### config.mk
export PLATFORM = sky130hd
export DESIGN_NAME = rpn_stack_ctrl
export DESIGN_NICKNAME = d
export VERILOG_FILES = /design/src/rtl/rpn_pkg.sv /design/src/rtl/rpn_stack_ctrl.sv
export SDC_FILE = /design/constraint.sdc
export NUM_CORES = 1
export LEC_CHECK = 0
export CAP_MARGIN = 0
export CORE_MARGIN = 4
export CORE_UTILIZATION = 40
export DETAILED_ROUTE_END_ITERATION = 6
export PLACE_DENSITY = 0.74
export SETUP_SLACK_MARGIN = 0.02
export SYNTH_ARGS = -nofsm -noshare
export SYNTH_HDL_FRONTEND = slang
export SYNTH_SLANG_ARGS = --single-unit
### constraint.sdc
create_clock -name clk -period 2.95 [get_ports clk]
set_clock_uncertainty 0.2 [all_clocks]
set_input_delay 0.59 -clock clk [delete_from_list [all_inputs] [get_ports clk]]
set_output_delay 0.59 -clock clk [all_outputs]
set_load 0.005 [all_outputs]
### src/rtl/rpn_pkg.sv
// Shared definitions for the RPN calculator stack controller.
//   - state_t   : sequencer states
//   - ERR_*     : err_code encodings
//   - *_DEF     : default widths / depth used by the controller parameters
package rpn_pkg;

  localparam int DATA_W_DEF = 8;
  localparam int ADDR_W_DEF = 8;
  localparam int DEPTH_DEF  = 256;

  localparam logic [1:0] ERR_NONE  = 2'b00;
  localparam logic [1:0] ERR_UNDER = 2'b01;
  localparam logic [1:0] ERR_OVER  = 2'b10;

  typedef enum logic [3:0] {
    ST_IDLE    = 4'd0,
    ST_PUSH_WR = 4'd1,
    ST_RD_B    = 4'd2,
    ST_CAP_B   = 4'd3,
    ST_RD_A    = 4'd4,
    ST_CAP_A   = 4'd5,
    ST_EXEC    = 4'd6,
    ST_WB      = 4'd7,
    ST_ERROR   = 4'd8
  } state_t;

endpackage

### src/rtl/rpn_stack_ctrl.sv
// Stack sequencer for the RPN calculator datapath.
// Owns the stack pointer, drives the single-port stack RAM (registered
// address/data/write-enable), the ALU operand and op-select registers and
// write-back of the ALU result. Executes PUSH and OPERATE (pop B, pop A,
// push A op B) and flags stack underflow / overflow in a sticky ERROR state.
//
// Ports:
//   clk, rst_n          clock, asynchronous active-low reset
//   push_req/push_data  single-cycle push request and its value
//   op_req/op_sel       single-cycle operate request and ALU operation
//   err_clr             leave ERROR state
//   mem_addr/mem_wdata/mem_wren  stack RAM interface (registered)
//   mem_rdata           RAM q, valid one edge after the address is sampled
//   alu_a/alu_b/alu_op  ALU operand and operation registers
//   alu_result          combinational ALU output
//   busy/done/err/err_code/depth  status
//
// DEPTH must not exceed 2**ADDR_W.
module rpn_stack_ctrl
  import rpn_pkg::*;
#(
  parameter int DATA_W = DATA_W_DEF,
  parameter int ADDR_W = ADDR_W_DEF,
  parameter int DEPTH  = DEPTH_DEF
) (
  input  logic                       clk,
  input  logic                       rst_n,
  input  logic                       push_req,
  input  logic [DATA_W-1:0]          push_data,
  input  logic                       op_req,
  input  logic [2:0]                 op_sel,
  input  logic                       err_clr,
  output logic [ADDR_W-1:0]          mem_addr,
  output logic [DATA_W-1:0]          mem_wdata,
  output logic                       mem_wren,
  input  logic [DATA_W-1:0]          mem_rdata,
  output logic [DATA_W-1:0]          alu_a,
  output logic [DATA_W-1:0]          alu_b,
  output logic [2:0]                 alu_op,
  input  logic [DATA_W-1:0]          alu_result,
  output logic                       busy,
  output logic                       done,
  output logic                       err,
  output logic [1:0]                 err_code,
  output logic [$clog2(DEPTH+1)-1:0] depth
);

  localparam int SP_W = $clog2(DEPTH+1);

  state_t            state_r;
  state_t            state_s;
  logic [SP_W-1:0]   sp_r;
  logic [SP_W-1:0]   sp_s;
  logic [SP_W-1:0]   sp_m1_s;
  logic [SP_W-1:0]   sp_m2_s;
  logic              full_s;
  logic              under_s;

  logic [ADDR_W-1:0] mem_addr_s;
  logic [DATA_W-1:0] mem_wdata_s;
  logic              mem_wren_s;
  logic [DATA_W-1:0] alu_a_s;
  logic [DATA_W-1:0] alu_b_s;
  logic [2:0]        alu_op_s;
  logic              busy_s;
  logic              done_s;
  logic              err_s;
  logic [1:0]        err_code_s;

  assign depth   = sp_r;
  assign sp_m1_s = sp_r - SP_W'(1);
  assign sp_m2_s = sp_r - SP_W'(2);
  assign full_s  = (sp_r == SP_W'(DEPTH));
  // Extended by one bit so the "< 2" test stays correct even for a 1-bit sp.
  assign under_s = ({1'b0, sp_r} < (SP_W+1)'(2));

  // Next-state and next-output decode for the command sequencer.
  always_comb begin
    state_s     = state_r;
    sp_s        = sp_r;
    mem_addr_s  = mem_addr;
    mem_wdata_s = mem_wdata;
    mem_wren_s  = 1'b0;
    alu_a_s     = alu_a;
    alu_b_s     = alu_b;
    alu_op_s    = alu_op;
    done_s      = 1'b0;
    err_code_s  = err_code;

    case (state_r)
      ST_IDLE: begin
        // op_req has priority; a simultaneous push is dropped.
        if (op_req) begin
          if (under_s) begin
            state_s    = ST_ERROR;
            err_code_s = ERR_UNDER;
          end else begin
            alu_op_s   = op_sel;
            mem_addr_s = ADDR_W'(sp_m1_s);
            state_s    = ST_RD_B;
          end
        end else if (push_req) begin
          if (full_s) begin
            state_s    = ST_ERROR;
            err_code_s = ERR_OVER;
          end else begin
            mem_addr_s  = ADDR_W'(sp_r);
            mem_wdata_s = push_data;
            mem_wren_s  = 1'b1;
            sp_s        = sp_r + SP_W'(1);
            state_s     = ST_PUSH_WR;
          end
        end else begin
          state_s = ST_IDLE;
        end
      end

      ST_PUSH_WR: begin
        done_s  = 1'b1;
        state_s = ST_IDLE;
      end

      // RAM samples the address on this edge; q is usable one edge later.
      ST_RD_B: begin
        state_s = ST_CAP_B;
      end

      ST_CAP_B: begin
        alu_b_s    = mem_rdata;
        mem_addr_s = ADDR_W'(sp_m2_s);
        state_s    = ST_RD_A;
      end

      ST_RD_A: begin
        state_s = ST_CAP_A;
      end

      ST_CAP_A: begin
        alu_a_s = mem_rdata;
        state_s = ST_EXEC;
      end

      // Result overwrites entry A; sp drops by one (two popped, one pushed).
      ST_EXEC: begin
        mem_addr_s  = ADDR_W'(sp_m2_s);
        mem_wdata_s = alu_result;
        mem_wren_s  = 1'b1;
        sp_s        = sp_m1_s;
        state_s     = ST_WB;
      end

      ST_WB: begin
        done_s  = 1'b1;
        state_s = ST_IDLE;
      end

      ST_ERROR: begin
        if (err_clr) begin
          err_code_s = ERR_NONE;
          state_s    = ST_IDLE;
        end else begin
          state_s = ST_ERROR;
        end
      end

      default: begin
        err_code_s = ERR_NONE;
        state_s    = ST_IDLE;
      end
    endcase

    // Status flags are registered alongside the state they describe.
    busy_s = (state_s != ST_IDLE);
    err_s  = (state_s == ST_ERROR);
  end

  // State, stack pointer and all registered outputs.
  always_ff @(posedge clk or negedge rst_n) begin
    if (!rst_n) begin
      state_r   <= ST_IDLE;
      sp_r      <= '0;
      mem_addr  <= '0;
      mem_wdata <= '0;
      mem_wren  <= 1'b0;
      alu_a     <= '0;
      alu_b     <= '0;
      alu_op    <= 3'd0;
      busy      <= 1'b0;
      done      <= 1'b0;
      err       <= 1'b0;
      err_code  <= ERR_NONE;
    end else begin
      state_r   <= state_s;
      sp_r      <= sp_s;
      mem_addr  <= mem_addr_s;
      mem_wdata <= mem_wdata_s;
      mem_wren  <= mem_wren_s;
      alu_a     <= alu_a_s;
      alu_b     <= alu_b_s;
      alu_op    <= alu_op_s;
      busy      <= busy_s;
      done      <= done_s;
      err       <= err_s;
      err_code  <= err_code_s;
    end
  end

endmodule

Yosys cells after proc, flatten, opt, wreduce, memory -nomap -nowiden
Cells that the tools add are included.
- flip-flop bits (word level): 54
- bits in latches: 0
- RAM bits: 0
- bits in read-only memories: 0
- input bits: 32
- memories kept: 0
- $add $sub $neg: 3
- multipliers: 0
- divide/modulo/power cells: 0
- $lt $le $gt $ge: 1
- eq/ne operators: 19
- shift-type cells: 0
- multiplexer cells: 30
- bitwise operators: 2
- reductions and logical operators: 11
- operators by type and width (operator ; count):
    $mux 8 ; 7
    $pmux 8 s2 ; 2
    $pmux 4 s7 ; 1
    $mux 9 ; 3
    $mux 4 ; 5
    $pmux 9 s2 ; 1
    $eq 4x3->1 const B ; 4
    $ne 3x3->1 const B ; 5
    $mux 2 ; 5
    $add 9x1->9 const B ; 1
    $eq 9x9->1 const B ; 1
    $lt 9x2->1 const B ; 1
    $sub 9x1->9 const B ; 1
    $eq 4x2->1 const B ; 2
    $eq 4x4->1 const B ; 2
    $ne 2x2->1 const B ; 4
    $reduce_and 4->1 ; 2
    $sub 8x2->8 const B ; 1
    $reduce_or 7->1 ; 1
    $pmux 2 s3 ; 1
    $reduce_and 5->1 ; 1
    $eq 4x1->1 const B ; 1
    $logic_not 4->1 ; 1
    $mux 1 ; 4
    6 further kinds ; 9

Logic depth before layout (Yosys ltp)
Gate-level depths: netlist of the first run.
- depth after elaboration: 6
- gate-level depth with buffers: 8
- gate-level depth less buffers: 6

Worst setup path before layout of the first run
No wires, ideal clock.
- kind: reg-to-reg
- start point: reg sp_r[4] (netlist: depth[4])
- end point: reg mem_addr[0]
- library setup time: 0.125 ns
- arrival time: 2.059 ns
- required time: 2.625 ns
- path slack: 0.566 ns
- cell stages (with the launch flop): 7
- path buffers: 2
- period minus slack after synthesis: 2.384 ns
- cells stage by stage: dfrtp_1 or4_4 buf_6 a2111o_1 and3_1 buf_6 mux2_4
- longest elaborated chain between the ends: 3
- elaborated cells between the ends (all ways): 5
- classes of those cells: order compare (1); eq/ne (3); reduce/logical (1)
- RTL lines (item ; RTL line ; RTL):
    from (decl) ; rpn_stack_ctrl.sv:52 ; logic [SP_W-1:0] sp_r;
    from (signal assigned) ; rpn_stack_ctrl.sv:194 ; sp_r <= sp_s;
    $lt 9x2->1 or $eq 9x9->1 (tied branches) ; rpn_stack_ctrl.sv:75, rpn_stack_ctrl.sv:73 ;
    $ne 3x3->1 (no line) ; -- ;
    $reduce_and 4->1 (no line) (*) ; -- ;
    to (signal assigned) ; rpn_stack_ctrl.sv:195 ; mem_addr <= mem_addr_s;
    to (decl) ; rpn_stack_ctrl.sv:33 ; output logic [ADDR_W-1:0] mem_addr,
Mark *: on every way between the ends. The rest lies on a longest branch, timed or not.
A chain may end at the register's enable or synchronous reset.

Worst setup path in the final report of the first run
- start point: reg sp_r[1] (netlist: depth[1])
- end point: reg busy
- longest elaborated chain between the ends: 6
- elaborated cells between the ends (all ways): 8
- classes of those cells: order compare (1); eq/ne (1); mux (5); reduce/logical (1)
- RTL lines (item ; RTL line ; RTL):
    $eq 9x9->1 ; rpn_stack_ctrl.sv:73 ; assign full_s = (sp_r == SP_W'(DEPTH));
    $mux 4 ; rpn_stack_ctrl.sv:103 ; if (full_s) begin
    $mux 4 ; rpn_stack_ctrl.sv:102 ; end else if (push_req) begin
    $mux 4 ; rpn_stack_ctrl.sv:93 ; if (op_req) begin
    $pmux 4 s7 ; rpn_stack_ctrl.sv:90 ; case (state_r)
    net state_s[0] ; rpn_stack_ctrl.sv:51 ; state_t state_s;
    $reduce_bool 4->1 ; rpn_stack_ctrl.sv:173 ; busy_s = (state_s != ST_IDLE);
    net busy_s ; rpn_stack_ctrl.sv:65 ; logic busy_s;
    to (signal assigned) ; rpn_stack_ctrl.sv:201 ; busy <= busy_s;
    to (decl) ; rpn_stack_ctrl.sv:41 ; output logic busy,
The timed path passes the listed nets, and every way through them passes these cells.

==> results.yml, run 1 <==
drt:
  first_pass_iters: 4
  vias: 2347
  wl_per_cell_um: 15.74
  drt_iter0_markers: 111
  post_drt_via_cell_ratio: 5.227
  drc: 0
  wl_um: 7067
  drtAntennaViolNets: 0
global_route:
  grt-ovfl-total: 0
  grt_pass1_vias: 2436
  grtUsageTotal: 0.1739
  grt_pass1_wl_um: 12030
  antenna_found_initial: 0
  grt_max_degree: 37
placement:
  place_area_um2: 3757
  dpl.hpwl_um: 5342
  io_buffers: 81
  place.gp.congestion: 0.8732
  dp_slack_ps: 227.3
pwr:
  power.total_mw: 3.933
  swShare: 0.3671
  peakVddDrop_uv: 451.0
  p_sw_mw: 1.444
  seqPwrFrac: 0.339
  p_leak_nw: 1.547
  p_comb_frac: 0.527
  cellPowerDensity_nw_per_um2: 1015
  intPower_mw: 2.490
  p_clk_frac: 0.135
cts:
  ctsResizeCount: 0
  cts.sinks: 54
  cts_max_path_buffers: 2
  clkLatencyLatePin_ps: 310
  cts-root-buf: "clkbuf_8"
  cts_tree: "done"
  post-cts-setup-buffers: 0
  cts_buffers: 5
  clk_pin_slew_ps: 110
  htreeDepth: 2
  hold_buffers: 0
floorplan:
  io_pins: 82
  initial_core_util: 0.4122
  die_width_um: 91.67
  die_area_um2: 8403
  die_y_um: 91.67
  rows: 30
  core_area_um2: 6794
timing:
  worst_pin_slew_ps: 766.2
  setup_slack_ps: 466.9
  hold_viol: 0
  fin_crit_ps: 2483
  finalMaxSlewViolations: 0
  max_freq_ghz: 0.4027
  slew_headroom: 0.4892
  rsz0062_at_grt: "false"
  tns_ps: 0
  finalCritPeriodShare: 0.8417
  setup_violations: 0
worst_setup_path:
  cp_data_arrival_time_ps: 2470
  required_ps: 2930
  critPathLaunchType: "register"
  worst_setup_path_end_kind: "register"
  critPathKind: "reg -> reg"
  worst-path-max-fanout: 8
yosys:
  yosysTopAreaCell: "dfrtp_1"
  syn_inst: 267
  synthArstFlopShare: 1.000
  yosys.cell_count.top_type: "dfrtp_1"
  synth_seq_area_share: 0.4826
  syn-num-nets: 305
  ys.flop_type: "dfrtp_1"
  syn-cell-area_um2: 2800
  ys_warn_count: 0
  synth_top_cell_area_share: 0.4826
  synth_seq_cells: 54
  synthTopCellsByCount: "dfrtp_1, nand2_1, a21oi_1"
  avgSynthCellArea_um2: 10.49
  ys_types: 51
  synthTopCellsByArea: "dfrtp_1, mux2_2, a21oi_1"
  synth-edff-count: 0
outcome:
  status: "completed"
job:
  drv_cap: 0
cells_and_area:
  fin_nets: 390
  drive_above_1_share: 0.1445
  n_antenna_cell: 0
  final_cell_area_um2: 3874
  area_growth_pct: 38.34
min_path:
  hold_path.class: "in -> async"
## path summary, 6_finish.rpt
| path | cells past startpoint | slack, ps | end | startpoint |
|---|---|---|---|---|
| min | 1 | 140 | alu_b[0] | rst_n |
| max reg2reg | 6 | 470 | busy | depth[1] |
| max in group asynchronous | 2 | 1730 | mem_addr[2] | rst_n |
| min in group clk | 1 | 300 | err_code[0] | err_code[0] |
| max | 6 | 470 | busy | depth[1] |
| min reg2reg | 1 | 300 | err_code[0] | err_code[0] |
## power groups by stage
stage	logic, mW	clock network [mW]	registers (mW)
6_report	2.07	0.530	1.33
3_3_place_gp	2.05	0	1.33
3_5_place_dp	2.08	0	1.34
2_1_floorplan	1.14	0	1.30
4_1_cts	2.09	0.536	1.33
5_1_grt	2.27	0.565	1.38
## cells in the final DEF (no fill, tap or decap), drive strengths merged, types with 2 or more instances in the layout
cell	synthesis	routed
clkbuf	14	5
nor3	2	2
o211ai	2	2
mux2	22	22
nor3b	2	2
nand2	24	24
dfrtp	54	54
or2	2	2
or3	3	3
nand3	5	5
o2111ai	2	2
nor2b	2	2
a21oi	20	20
nand2b	3	3
a31oi	11	11
nor2	18	18
o22ai	2	2
or4b	2	2
buf	3	15
clkdlybuf4s50	0	80
xor2	7	7
o21ai	8	8
nand4bb	3	3
inv	9	11
or4	3	3
nor4	3	3
mux2i	2	2
ha	6	6
o31ai	2	2
a22oi	5	5
and3	2	2
xnor2	6	6
nand4	6	6
## sequential cells by signal, summed over array words and instances, names as in the netlist, 2 cells and up
name / cells
err_code: 2
alu_b: 8
mem_addr: 8
state_r: 4
alu_a: 8
depth: 9
mem_wdata: 8
alu_op: 3
## critical path: stages, from the launching register on
cell and delay, ps:
dfrtp_1 500, inv_1 200, ha_1 210, nand4bb_1 170, o2111ai_2 430, nand2_1 130
or4_1 530
## area by class of cell
| type | instances | area (µm²) |
|---|---|---|
| clock buffers | 5 | 68.82 |
| flip-flops and latches | 54 | 1351 |
| clock inverters | 3 | 47.55 |
| fillers | 597 | 2920 |
| multi-input cells | 187 | 1341 |
| repair buffers | 95 | 910.9 |
| inverters | 9 | 33.78 |
| well taps | 96 | 120.1 |
## through the flow
stage | instances | hold WS [ps] | util
after detailed placement | 441 | 292.3 | 0.5530
after floorplan | 267 | 94.41 | -
after CTS | 449 | 166.6 | 0.5702
after global placement | 441 | 284.5 | 0.5530
final | 449 | 138.2 | 0.5702
after global routing | 449 | 202.9 | 0.5702
## kinds of logic after synthesis
family          synth area share
compound gates            0.1484
xor+xnor                 0.04066
fa+ha+maj                0.02681
buf+inv                  0.04066
flops                     0.4826
mux                      0.09964
simple gates              0.1613
## metal layers
metal | vias up | part of all wire | global-route usage
met3 | 10 | 0.046 | 0.02625
met5 | - | 0 | 0
met4 | 0 | 0.015 | 0.05025
li1 | 1141 | - | -
met2 | 66 | 0.50 | 0.2934
met1 | 1130 | 0.44 | 0.2312
Note: power is estimated with default switching activity, not from simulation.
==> run 2: changes to the inputs <==
--- a/config.mk
+++ b/config.mk
@@ -9,7 +9,7 @@
 export CORE_MARGIN = 4
 export CORE_UTILIZATION = 40
 export DETAILED_ROUTE_END_ITERATION = 6
-export PLACE_DENSITY = 0.74
+export PLACE_DENSITY = 0.77
 export SETUP_SLACK_MARGIN = 0.02
 export SYNTH_ARGS = -nofsm -noshare
 export SYNTH_HDL_FRONTEND = slang
==> constraint.sdc (replaced) <==
create_clock -name clk -period 2.1 [get_ports clk]
set_clock_uncertainty 0.2 [all_clocks]
set_input_delay 0.42 -clock clk [delete_from_list [all_inputs] [get_ports clk]]
set_output_delay 0.42 -clock clk [all_outputs]
set_load 0.005 [all_outputs]
==> run 2 against run 1 <==
The flow now finishes with violations (negative setup slack). Clock power increased by 8.9%. Global-route usage is 0.45 points higher. Critical path depth shrank 2. Cell count increased by 7.1%. First-iteration DRC count rose by 42%. Fmax rose by 16%. Die area did not move. Sequential share of layout area is 3.1 points lower. Design area rose by 9.7%. Combinational power rose by 76%. Highest routed layer unchanged.
==> results.yml, run 2 (same netlist as run 1, synthesis figures left out) <==
outcome:
  status: "finished with violations"
  violations: "negative setup slack"
cts:
  clkLatencyLatePin_ps: 300
  cts_buffers: 5
  htreeDepth: 2
  cts-root-buf: "clkbuf_8"
  cts.sinks: 54
  clk_pin_slew_ps: 100
  cts_max_path_buffers: 2
  cts_tree: "done"
timing:
  whs_ps: 314.6
  setup_slack_ps: -33.60
  hold_viol: 0
  finalCritPeriodShare: 1.016
  rsz0062_at_grt: "true"
  worst_pin_slew_ps: 394.5
  fin_crit_ps: 2134
  setup_violations: 1
  max_freq_ghz: 0.4687
  slew_headroom: 0.7370
  finalMaxSlewViolations: 0
placement:
  dp_slack_ps: -292.9
  dpl.hpwl_um: 5723
  io_buffers: 81
  place.gp.congestion: 0.9262
drt:
  post_drt_via_cell_ratio: 5.158
  vias: 2481
  drc: 0
  first_pass_iters: 4
  drt_iter0_markers: 158
  wl_um: 7592
  wl_per_cell_um: 15.78
  drtAntennaViolNets: 0
min_path:
  hold_path.startpoint: "alu_b[3]"
  hold_path.class: "reg -> reg"
  min_path_cells: 1
cells_and_area:
  final_common_cell: "clkdlybuf4s50_1"
  layout_common_cells: "clkdlybuf4s50_1, dfrtp_1, buf_4"
  n_antenna_cell: 0
  area_growth_pct: 51.74
  fin_nets: 423
  largest_reg_flops: 9
  drive_above_1_share: 0.2597
worst_setup_path:
  worst_setup_path_end_kind: "register"
  critPathLaunchType: "register"
  rr_worst_depth: 4
  critPathLaunch: "depth[7]"
  critPathKind: "reg -> reg"
  rr_startpoint: "depth[7]"
  cp_data_arrival_time_ps: 2110
  worst-path-max-fanout: 5
  required_ps: 2080
floorplan:
  die_width_um: 91.67
  core_area_um2: 6794
  io_pins: 82
  rows: 30
  die_y_um: 91.67
  die_area_um2: 8403
  initial_core_util: 0.4122
global_route:
  grt_pass1_wl_um: 12050
  grt-ovfl-total: 0
  grt_pass1_vias: 2465
  grtUsageTotal: 0.1784
  grt_max_degree: 55
  antenna_found_initial: 0
pwr:
  seqPwrFrac: 0.296
  p_leak_nw: 1.727
  p_comb_frac: 0.608
  swShare: 0.3664
  p_sw_mw: 2.196
  p_clk_frac: 0.096
  intPower_mw: 3.798
  peakVddDrop_uv: 709.9
  cellPowerDensity_nw_per_um2: 1411
job:
  drv_cap: 0
[run 2: changes by cell type in the layout (fill, tap and decap cells not counted), moves of 2 or more]
cell     before  now
a31oi_1      11    5
a31oi_2       0    5
and3_1        2    0
buf_12        0    2
buf_4        14   41
buf_6         0    3
ha_1          6    3
ha_2          0    2
mux2_2       19   16
mux2_4        3    6
[run 2: final timing paths]
kind | to | slack, ps
worst max-delay path | busy | -30
worst min-delay path | alu_b[3] | 310
worst max register to register | busy | -30
worst min register to register | alu_b[3] | 310
max in group asynchronous | depth[0] | 1030
min in group asynchronous | alu_op[1] | 440
[run 2: power by group through the flow]
stage	clock network (mW)	logic, mW	registers, mW
finish	0.577	3.64	1.77
global placement	0	3.34	1.76
detailed placement	0	3.42	1.78
CTS	0.590	3.54	1.77
floorplan	0	1.64	1.83
global route	0.629	3.93	1.83
[run 2: per-layer routing]
layer / up-vias / global-route usage / routed length [µm]
li1: 1204 / - / -
met1: 1193 / 0.2278 / 3281
met2: 78 / 0.3037 / 3872
met3: 6 / 0.03363 / 356
met4: 0 / 0.05779 / 82
met5: - / 0 / 0
[run 2: repair_timing]
action | in CTS | in global routing
pin swaps | 6 | 1
resized for setup | 9 | 15
gates cloned | 0 | 0
setup buffers | 0 | 1
endpoints found under the setup margin | 23 | 34
hold buffers | 1 | 0
endpoints found under the hold margin | 54 | 0
[run 2: layout make-up]
cell class | count | area, µm²
fillers | 548 | 2545
multi-input cells | 187 | 1464
flip-flops and latches | 54 | 1351
repair buffers | 128 | 1197
well taps | 96 | 120.1
clock buffers | 5 | 68.82
inverters | 9 | 33.78
clock inverters | 2 | 13.76
[run 2: worst max-delay path, stage by stage, from the launching register on]
cell and delay, ps:
dfrtp_1 390, or4_4 590, o2111ai_2 210, nand2_1 90
or4_1 530
[run 2: through the flow]
stage               TNS (ps)  instance area (µm²)  power, mW    util  cells
global placement       -2210                 4033      5.097  0.5936    472
detailed placement     -3776                 4033      5.206  0.5936    472
CTS                   -51.51                 4167      5.899  0.6133    480
global route          -319.2                 4249      6.395  0.6254    481
finish                -33.60                 4249      5.995  0.6254    481
floorplan              -1289                 2821      3.469       -    267
==> run 3: changes to the inputs <==
--- a/config.mk
+++ b/config.mk
@@ -5,10 +5,12 @@
 export SDC_FILE = /design/constraint.sdc
 export NUM_CORES = 1
 export LEC_CHECK = 0
+export ABC_AREA = 0
 export CAP_MARGIN = 0
 export CORE_MARGIN = 4
 export CORE_UTILIZATION = 40
 export DETAILED_ROUTE_END_ITERATION = 6
+export GPL_TIMING_DRIVEN = 0
 export PLACE_DENSITY = 0.77
 export SETUP_SLACK_MARGIN = 0.02
 export SYNTH_ARGS = -nofsm -noshare
==> run 3 against run 2 <==
The flow still finishes with violations (negative setup slack). Clock power up 9.7%. Sequential share of layout area up 0.34 points. Setup slack worse by 120 ps. Register-to-register slack worse by 120 ps. Largest power group unchanged. Utilization down 0.42 points. Largest cell class unchanged. Fmax down 5.2%. Critical path depth up 1. Combinational power about the same. Power up 1.0%. Global-route usage up 0.45 points. Design area down 0.68%. Flip-flop and latch count unchanged.
==> results.yml, run 3 (same netlist as run 1, synthesis figures left out) <==
min_path:
  hold_path.class: "reg -> reg"
cts:
  cts-root-buf: "clkbuf_8"
  cts.sinks: 54
  cts_buffers: 5
  htreeDepth: 2
  clkLatencyLatePin_ps: 310
  clk_pin_slew_ps: 100
  cts_tree: "done"
  cts_max_path_buffers: 2
pwr:
  p_sw_mw: 2.286
  intPower_mw: 3.768
  seqPwrFrac: 0.294
  cellPowerDensity_nw_per_um2: 1435
  peakVddDrop_uv: 664.4
  p_leak_nw: 1.667
  p_clk_frac: 0.105
  swShare: 0.3776
  p_comb_frac: 0.601
global_route:
  grt_pass1_wl_um: 12320
  grt_max_degree: 38
  grtUsageTotal: 0.1829
  grt-ovfl-total: 0
  antenna_found_initial: 0
  grt_pass1_vias: 2431
outcome:
  violations: "negative setup slack"
  status: "finished with violations"
cells_and_area:
  final_util: 0.6212
  layout_common_cells: "clkdlybuf4s50_1, dfrtp_1, nand2_1"
  stdcell_count: 465
  n_antenna_cell: 0
  area_growth_pct: 50.71
  fin_nets: 406
  largest_reg_flops: 9
  drive_above_1_share: 0.2683
  final_common_cell: "clkdlybuf4s50_1"
timing:
  max_freq_ghz: 0.4444
  rsz0062_at_grt: "true"
  finalMaxSlewViolations: 0
  finalCritPeriodShare: 1.071
  setup_slack_ps: -150.0
  setup_violations: 9
  worst_pin_slew_ps: 489.9
  fin_crit_ps: 2250
  slew_headroom: 0.6715
  hold_viol: 0
drt:
  drtAntennaViolNets: 0
  wl_um: 7750
  wl_per_cell_um: 16.67
  drt_iter0_markers: 245
  drc: 0
  post_drt_via_cell_ratio: 5.359
  first_pass_iters: 5
  vias: 2492
worst_setup_path:
  required_ps: 2100
  cp_data_arrival_time_ps: 2250
  critPathLaunchType: "register"
  critPathKind: "reg -> reg"
  worst-path-max-fanout: 6
  worst_setup_path_end_kind: "register"
floorplan:
  die_y_um: 91.67
  initial_core_util: 0.4122
  io_pins: 82
  die_area_um2: 8403
  rows: 30
  die_width_um: 91.67
  core_area_um2: 6794
placement:
  io_buffers: 80
  place.gp.congestion: 0.8672
  dp.cells: 444
  dpl.hpwl_um: 5283
job:
  drv_cap: 0
==> run 3: cell count changes in the layout (fill, tap and decap cells not counted), moves of 4 or more <==
cell	previous run	this run
a21oi_1	20	14
a31oi_1	5	9
a21oi_2	0	6
a31oi_2	5	1
dfrtp_1	54	50
buf_4	41	15
clkbuf_2	0	4
dfrtp_2	0	4
==> run 3: timing repair <==
| action | in CTS | in global routing |
|---|---|---|
| cloned | 0 | 1 |
| pin swaps | 10 | 5 |
| hold endpoints to repair | 17 | 0 |
| setup buffers | 14 | 2 |
| gates resized for setup | 28 | 39 |
| endpoints found under the setup margin | 50 | 48 |
| hold buffers | 1 | 0 |
==> run 3: through the flow <==
step           hold WS, ps  instance area (µm²)  setup slack [ps]  total power, mW  TNS (ps)
4_1_cts              316.4                 4036            -121.9            5.784    -612.9
6_report             312.7                 4220            -150.0            6.054    -918.6
5_1_grt              336.0                 4220            -193.6            6.466     -1571
3_5_place_dp         181.0                 3757            -555.2            4.835    -12950
2_1_floorplan       -75.59                 2821            -227.7            3.469     -1289
3_3_place_gp         279.4                 3742             -1199            4.763    -76200
==> run 3: critical path, cell delays in order (launching register included) <==
cell,delay (ps)
dfrtp_1,410
or4_4,550
a2111o_1,390
and3_1,170
buf_6,140
mux2_4,290
==> run 3: layer usage <==
metal,track usage,vias to the layer above,share of wire
li1,-,1172,-
met1,0.2332,1199,0.41
met2,0.3037,109,0.50
met3,0.04758,12,0.074
met4,0.05653,0,0.017
met5,0,-,0
==> run 3: power groups by stage <==
stage,clock (mW),sequential [mW],combinational (mW)
floorplan,0,1.83,1.64
global placement,0,1.81,2.96
detailed placement,0,1.83,3.01
CTS,0.646,1.77,3.37
global route,0.683,1.85,3.94
finish,0.633,1.78,3.64
==> run 3: path summary, 6_finish.rpt <==
kind | slack (ps) | start | depth (start not counted) | to
setup / recovery | -150 | state_r[2] | 5 | mem_addr[2]
hold / removal | 310 | alu_op[1] | 1 | alu_op[1]
setup reg to reg | -150 | state_r[2] | 5 | mem_addr[2]
hold reg to reg | 310 | alu_op[1] | 1 | alu_op[1]
max in group asynchronous | 780 | rst_n | 3 | depth[1]
min in group asynchronous | 370 | rst_n | 2 | alu_op[2]
==> run 3: area by class of cell <==
| cell class | instances | area [µm²] |
|---|---|---|
| Multi-Input combinational cell | 187 | 1534 |
| Clock inverter | 2 | 17.52 |
| Fill cell | 542 | 2574 |
| Sequential cell | 54 | 1356 |
| Inverter | 9 | 36.28 |
| Clock buffer | 6 | 82.58 |
| Timing Repair Buffer | 99 | 982.2 |
| Buffer | 12 | 91.34 |
| Tap cell | 96 | 120.1 |
